**src/rtl/wb_arb_pkg.sv**
```systemverilog
// Shared definitions for the two-master Wishbone arbiter and its ack watchdog.
package wb_arb_pkg;

  localparam int WDOG_W = 8;

  typedef enum logic [1:0] {
    ARB_IDLE = 2'd0,
    ARB_GNT0 = 2'd1,
    ARB_GNT1 = 2'd2
  } arb_state_e;

endpackage

```
**src/rtl/wb_ack_watchdog.sv**
```systemverilog
// Counts un-acked cycles of a Wishbone transfer and flags expiry at TIMEOUT.
module wb_ack_watchdog
  import wb_arb_pkg::*;
#(
  parameter int TIMEOUT = 15
) (
  input  logic clk,
  input  logic reset,
  input  logic en,
  input  logic ack,
  input  logic clr,
  output logic expire
);

  localparam logic [WDOG_W-1:0] LIMIT = WDOG_W'(TIMEOUT);

  logic [WDOG_W-1:0] wdog_q;
  logic [WDOG_W-1:0] wdog_d;

  // Saturates at LIMIT; an ack on the limit cycle clears instead of expiring.
  always_comb begin
    wdog_d = wdog_q;
    if (clr || ack) begin
      wdog_d = '0;
    end else if (en && (wdog_q != LIMIT)) begin
      wdog_d = wdog_q + 1'b1;
    end
  end

  always_ff @(posedge clk or negedge reset) begin
    if (!reset) begin
      wdog_q <= '0;
    end else begin
      wdog_q <= wdog_d;
    end
  end

  assign expire = (wdog_q == LIMIT) && !ack;

endmodule

```
**src/rtl/wb_arbiter_2m.sv**
```systemverilog
// Round-robin arbiter sharing one Wishbone slave between two masters,
// holding each grant for the whole bus cycle, with an ack timeout.
module wb_arbiter_2m
  import wb_arb_pkg::*;
#(
  parameter int ADDR_WIDTH = 5,
  parameter int DATA_WIDTH = 16,
  parameter int TIMEOUT    = 15
) (
  input  logic                  clk,
  input  logic                  reset,
  input  logic                  m0_cycle,
  input  logic                  m0_write,
  input  logic [ADDR_WIDTH-1:0] m0_address,
  input  logic [DATA_WIDTH-1:0] m0_writedata,
  output logic [DATA_WIDTH-1:0] m0_readdata,
  output logic                  m0_ack,
  output logic                  m0_err,
  input  logic                  m1_cycle,
  input  logic                  m1_write,
  input  logic [ADDR_WIDTH-1:0] m1_address,
  input  logic [DATA_WIDTH-1:0] m1_writedata,
  output logic [DATA_WIDTH-1:0] m1_readdata,
  output logic                  m1_ack,
  output logic                  m1_err,
  output logic                  wbs_cycle,
  output logic                  wbs_write,
  output logic [ADDR_WIDTH-1:0] wbs_address,
  output logic [DATA_WIDTH-1:0] wbs_writedata,
  input  logic [DATA_WIDTH-1:0] wbs_readdata,
  input  logic                  wbs_ack,
  output logic [1:0]            grant
);

  arb_state_e state_q;
  arb_state_e state_d;
  logic       last_q;
  logic       last_d;
  logic       leave;
  logic       expire;
  logic       own_cycle;
  logic       err;

  always_ff @(posedge clk or negedge reset) begin
    if (!reset) begin
      state_q <= ARB_IDLE;
      last_q  <= 1'b1;
    end else begin
      state_q <= state_d;
      last_q  <= last_d;
    end
  end

  // Every release passes through IDLE so the slave always sees a cycle boundary.
  always_comb begin
    state_d = state_q;
    last_d  = last_q;
    leave   = 1'b0;
    case (state_q)
      ARB_IDLE: begin
        if (m0_cycle && m1_cycle) begin
          state_d = last_q ? ARB_GNT0 : ARB_GNT1;
        end else if (m0_cycle) begin
          state_d = ARB_GNT0;
        end else if (m1_cycle) begin
          state_d = ARB_GNT1;
        end
      end
      ARB_GNT0: begin
        if (!m0_cycle || expire) begin
          state_d = ARB_IDLE;
          last_d  = 1'b0;
          leave   = 1'b1;
        end
      end
      ARB_GNT1: begin
        if (!m1_cycle || expire) begin
          state_d = ARB_IDLE;
          last_d  = 1'b1;
          leave   = 1'b1;
        end
      end
      default: state_d = ARB_IDLE;
    endcase
  end

  always_comb begin
    own_cycle     = 1'b0;
    wbs_write     = 1'b0;
    wbs_address   = '0;
    wbs_writedata = '0;
    case (state_q)
      ARB_GNT0: begin
        own_cycle     = m0_cycle;
        wbs_write     = m0_write;
        wbs_address   = m0_address;
        wbs_writedata = m0_writedata;
      end
      ARB_GNT1: begin
        own_cycle     = m1_cycle;
        wbs_write     = m1_write;
        wbs_address   = m1_address;
        wbs_writedata = m1_writedata;
      end
      default: ;
    endcase
  end

  wb_ack_watchdog #(
    .TIMEOUT (TIMEOUT)
  ) u_wdog (
    .clk    (clk),
    .reset  (reset),
    .en     (wbs_cycle),
    .ack    (wbs_ack),
    .clr    (leave),
    .expire (expire)
  );

  // The error cycle drops wbs_cycle so the slave abandons the hung transfer.
  assign wbs_cycle = own_cycle && !expire;
  assign err       = own_cycle && expire;
  assign grant     = {state_q == ARB_GNT1, state_q == ARB_GNT0};

  assign m0_ack      = grant[0] && wbs_ack;
  assign m0_err      = grant[0] && err;
  assign m0_readdata = grant[0] ? wbs_readdata : '0;
  assign m1_ack      = grant[1] && wbs_ack;
  assign m1_err      = grant[1] && err;
  assign m1_readdata = grant[1] ? wbs_readdata : '0;

endmodule

```
**config.mk**
```make
export PLATFORM = sky130hd
export DESIGN_NAME = wb_arbiter_2m
export DESIGN_NICKNAME = d
export VERILOG_FILES = /design/src/rtl/wb_arb_pkg.sv /design/src/rtl/wb_ack_watchdog.sv /design/src/rtl/wb_arbiter_2m.sv
export SDC_FILE = /design/constraint.sdc
export NUM_CORES = 1
export LEC_CHECK = 0
export ABC_AREA = 0
export ABC_CLOCK_PERIOD_IN_PS = 2400
export CAP_MARGIN = 20
export CORE_MARGIN = 8
export CORE_UTILIZATION = 30
export DETAILED_ROUTE_END_ITERATION = 10
export HOLD_SLACK_MARGIN = 0.1
export PLACE_DENSITY = 0.82
export SLEW_MARGIN = 20
export SYNTH_ARGS = -nofsm -noshare
export SYNTH_HDL_FRONTEND = slang
export SYNTH_SLANG_ARGS = --single-unit
export TNS_END_PERCENT = 5
```
**constraint.sdc**
```tcl
create_clock -name clk -period 2.4 [get_ports clk]
set_input_delay 0.72 -clock clk [delete_from_list [all_inputs] [get_ports clk]]
set_output_delay 0.72 -clock clk [all_outputs]
set_load 0.02 [all_outputs]
```
After elaboration in Yosys (flattened, before gate mapping)
Cells that the tools add are included.
- output and inout port bits: 61
- logic and storage cells: 53
- register bits: 11
- bits of input ports: 65
- multiplexer cells: 21
- reduce and logical (&&, ||, !) cells: 21
- eq/ne operators: 7
- add/sub/neg operators: 1
- operators with widths (cell ; count):
    16-bit 2-to-1 mux ; 2
    16-bit one-hot mux with 2 select lines ; 1
    8-bit 2-to-1 mux ; 2
    2-bit 2-to-1 mux ; 6
    5-bit one-hot mux with 2 select lines ; 1
    1-bit logical AND ; 9
    8-bit by 1-bit adder with 8-bit output, second input constant ; 1
    8-bit by 4-bit equality test with 1-bit output, second input constant ; 1
    8-bit by 4-bit != test with 1-bit output, second input constant ; 1
    1-bit one-hot mux with 2 select lines ; 4
    2-bit one-hot mux with 3 select lines ; 1
    3-bit AND reduction ; 2
    1-bit zero test ; 4
    1-bit 2-to-1 mux ; 4
    2-bit by 1-bit != test with 1-bit output, second input constant ; 2
    4-bit != test, second input constant ; 1
    2-bit nonzero test ; 2
    1-bit logical OR ; 3
    2-bit by 1-bit equality test with 1-bit output, second input constant ; 1
    2-bit equality test, second input constant ; 1
    2-bit zero test ; 1

Logic depth before layout (Yosys ltp)
- word-level depth: 7
- gate-level depth with buffers: 7

Cells and area by module
From an unflattened synthesis, not the netlist that was laid out.
- cells, all modules: 171
- area, all modules: 1255.0 um^2
- modules (own cells, without submodules) (module ; times used ; area an instance (um^2) ; cells each):
    wb_arbiter_2m ; 1 ; 815.8 ; 126
    wb_ack_watchdog ; 1 ; 439.2 ; 45

Least setup slack after synthesis
No wires, ideal clock.
- kind: register to output
- from: register u_wdog.wdog_q[4]
- to: output m0_err
- stages on the path, launching flop included: 6
- data arrival time: 1.627 ns
- path slack: 0.053 ns
- path buffers: 1
- path through: dfrtp_1 or4_4 buf_6 nor3_1 nor2b_1 and2_1
- cells in the longest elaborated chain, start to end: 4
- ends and longest elaborated chain (item ; line ; source):
    from (decl) ; wb_ack_watchdog.sv:17 ; logic [WDOG_W-1:0] wdog_q;
    from (signal assigned) ; wb_ack_watchdog.sv:34 ; wdog_q <= wdog_d;
    8-bit by 4-bit equality test with 1-bit output ; wb_ack_watchdog.sv:38 ; assign expire = (wdog_q == LIMIT) && !ack;
    1-bit logical AND ; wb_ack_watchdog.sv:38 ;
    1-bit logical AND ; wb_arbiter_2m.sv:122 ; assign err = own_cycle && expire;
    1-bit logical AND ; wb_arbiter_2m.sv:126 ; assign m0_err = grant[0] && err;
    to (decl) ; wb_arbiter_2m.sv:18 ; output logic m0_err,
Every way passes these cells.

Worst setup path in the final report
- from: register u_wdog.wdog_q[6]
- to: output m1_err
- cells in the longest elaborated chain, start to end: 4
- ends and longest elaborated chain (item ; line ; source):
    8-bit by 4-bit equality test with 1-bit output ; wb_ack_watchdog.sv:38 ;
    1-bit logical AND ; wb_ack_watchdog.sv:38 ;
    1-bit logical AND ; wb_arbiter_2m.sv:122 ;
    1-bit logical AND ; wb_arbiter_2m.sv:129 ; assign m1_err = grant[1] && err;
    to (decl) ; wb_arbiter_2m.sv:25 ; output logic m1_err,
Every way passes these cells.

==> metrics.md <==
| Metric | Value |
|---|---|
| Synth Warn # | 0 |
| Reg2Reg Depth | 7 |
| Finished Cell Area | 2720 um^2 |
| Syn nets | 235 |
| Flop pwr share | 10.0% |
| Ratio of cells with drive above 1 in the final layout | 28.2% |
| CP endpoint kind | output pin |
| RSZ-0062 raised after global routing | true |
| Final wirelength | 5910 um |
| Die Y | 81.8 um |
| Final net count | 378 |
| NetSw | 1.18 mW |
| Worst slew margin | 66.2% |
| Core Util, Final | 63.8% |
| Drt drc | 0 |
| Placed standard-cell area | 2760 um^2 |
| PD cells | 907 nW/um^2 |
| Reg clk slew, reported paths | 0.05 ns |
| Leading area contributor after synthesis | dfrtp_1 |
| Via density | 4.89 |
| Mean routed wirelength per cell | 16.4 um |
| Number of DRC markers in iteration 0 | 64 |
| Critical setup path kind | flop to output pin |
| Critical path origin | u_wdog.wdog_q[6]$_DFFE_PN0P_ |
| Synth top area cells | dfrtp_1, and2_1, a22oi_1, nor2b_1, ha_1 |
| Antenna violations before repair | 0 |
| DRT antenna net count | 0 |
| Grt ovf | 0 |
| R2r setup slk | 0.37 ns |
| Power after layout | 2.47 mW |
| Peak supply drop | 0.506 mV |
| Period utilization | 103% |
| Number of synthesized register bits | 11 |
| Critical register-to-register path startpoint | state_q[1]$_DFFE_PN0P_ |
| Layout area overhead | 110% |
| Clock skew | 0.00407 ns |
| Drt pass-1 iters | 4 |
| Placer congestion estimate | 0.825 |
| Final hold violations | 0 |
| Root Buffer | clkbuf_8 |
| Hold crit path type | flop to flop |
| Initial cell density of the core | 30.4% |
| DR vias | 1762 |
| Post-synth top area share | 19.3% |
| Worst Path Required | 1.68 ns |
| Clk buf depth | 2 |
| Die W | 81.8 um |
| Hold Crit Start | u_wdog.wdog_q[7]$_DFFE_PN0P_ |
| Worst skew pair latency | 0.24 ns |
| CTS tree | built |
| Fillers | 384 |
| Cells after DPL | 352 |
| H-tree level count | 1 |
| Sequential share of the synthesized area | 21.3% |
| Failing checks | setup timing |
| Area of the multi-input gates | 988 um^2 |
| Core Footprint | 4260 um^2 |
| Post-synth top flop | dfrtp_1 |
| Crit Path Max Fanout | 2 |
| Async set-reset flop share out of synthesis | 100% |
| Die ar. | 6690 um^2 |
| F_max | 405 MHz |
| Post-layout min period | 2.47 ns |
| CTS sink cnt | 11 |
| All-Layer GR Usage | 15.8% |
| First-pass GRT wire length | 8530 um |
| # Max-Cap Violations | 0 |
| Internal power | 1.29 mW |
| CTS Buf Count | 3 |
| Register Area | 277 um^2 |
| Port bufs | 125 |
| Status | finished with violations |
| Final setup violation count | 2 |
| Nature of the critical path startpoint | flop |
| DP HPWL | 4520 um |
| Switching portion of total power | 47.6% |
| Final instance count without filler cells | 360 |
| Yosys cell types | 37 |
| Final Max Tran Viols | 0 |
| Reg-to-Reg End | u_wdog.wdog_q[5]$_DFFE_PN0P_ |
| Post-synth EDFFs | 0 |
| Row Count | 24 |
| Final WS setup | -0.0712 ns |
| Mapped Avg Cell Area | 7.82 um^2 |
| Ports | 126 |
| Cell Area, Synth | 1300 um^2 |
| P_leak | 1.26 nW |
| Post-Synthesis Cells | 166 |
| Measured slew at the worst slew-check pin | 0.506 ns |
| Clk pwr share | 7.6% |
| Worst setup path end | m1_err |
| Ant diodes | 0 |
| Largest net degree at the start of global routing | 44 |
| Crit path DAT | 1.75 ns |
| Hold Path Depth | 2 |
| Combinational fraction of design power | 82.4% |
| Number of global-route vias before repair | 1756 |
==> layer usage <==
metal  vias to the layer above  routed length (um)  GRT usage, %
li1                        867                   -             -
met2                        83                2960          28.3
met4                         0                  93          3.86
met1                       804                2150          16.8
met5                         -                   0             0
met3                         8                 706          6.35
==> per-stage QoR <==
step / TNS (ns) / setup WS, ns / hold slack, ns
after floorplan: 0 / 0.0528 / 0.424
after global placement: -16.47 / -0.666 / 0.514
after detailed placement: -17.23 / -0.680 / 0.534
after CTS: -0.431 / -0.0675 / 0.550
after global routing: -0.302 / -0.126 / 0.619
final: -0.133 / -0.0712 / 0.578
==> power by group through the flow <==
stage | Sequential (mW) | Clock, mW | Combinational (mW)
after global routing | 0.252 | 0.206 | 2.19
after CTS | 0.238 | 0.195 | 2.04
after detailed placement | 0.241 | 0 | 2.16
final | 0.247 | 0.188 | 2.03
after global placement | 0.239 | 0 | 2.14
after floorplan | 0.237 | 0 | 1.15
==> Yosys cell counts (all sizes together) (2+ instances only) <==
library cell	instances
ha	4
inv	6
buf	3
and2	39
nor2b	23
xor2	2
a22oi	22
nand3	5
nor2	6
o31ai	4
or4	3
mux2i	2
a21oi	4
o21ai	5
dfrtp	10
nand2	4
clkbuf	11
mux2	2
==> registers in the layout, indices dropped and copies added (netlist names) <==
name / cells
u_wdog.wdog_q: 8
state_q: 2
last_q: 1
==> cell usage in the layout (no fill, tap or decap), types with 6 or more instances in the layout <==
| cell type | instances |
|---|---|
| a22oi_1 | 22 |
| buf_4 | 23 |
| clkdlybuf4s15_1 | 10 |
| nor2_1 | 6 |
| nor2b_1 | 23 |
| clkdlybuf4s50_1 | 61 |
| dlygate4sd2_1 | 16 |
| and2_1 | 38 |
| dfrtp_1 | 10 |
| buf_2 | 31 |
==> final cells by class <==
type / instances / area share (%)
inverters: 6 / 0.827
multi-input cells: 135 / 36.3
clock buffers: 3 / 1.52
repair buffers: 152 / 48.6
well taps: 52 / 2.39
flip-flops and latches: 11 / 10.2
clock inverters: 1 / 0.184
==> repair_timing <==
item,CTS,global route
resized for setup,147,54
endpoints found under the setup margin,61,56
gates cloned,0,1
endpoints found under the hold margin,0,0
pin swaps,4,1
hold buffers,0,0
buffers inserted,2,2
==> kinds of logic after synthesis <==
kind of cell | count (synthesis) | share of synthesized area (%)
AO/OA/AOI/OAI | 41 | 24.2
XOR/XNOR | 2 | 1.35
adder cells (fa/ha/maj) | 4 | 3.86
buffers and inverters | 20 | 6.85
flip-flops | 11 | 21.3
multiplexers | 4 | 3.57
AND/OR/NAND/NOR | 84 | 38.9
==> worst max-delay path, stage by stage, from the launching register on <==
cell     delay, ns
dfrtp_1       0.38
or4_4         0.56
nor3_4        0.14
nor2b_1       0.16
and2_1        0.15
buf_6         0.12
==> how the worst min path moves through the flow <==
stage | slack, ns | to
final | 0.58 | u_wdog.wdog_q[7]$_DFFE_PN0P_
after global routing | 0.62 | u_wdog.wdog_q[7]$_DFFE_PN0P_
after CTS | 0.55 | state_q[1]$_DFFE_PN0P_
after detailed placement | 0.53 | state_q[1]$_DFFE_PN0P_
after global placement | 0.51 | state_q[1]$_DFFE_PN0P_
after floorplan | 0.42 | state_q[0]$_DFFE_PN0P_
No activity file was read; power rests on OpenSTA's default activity.
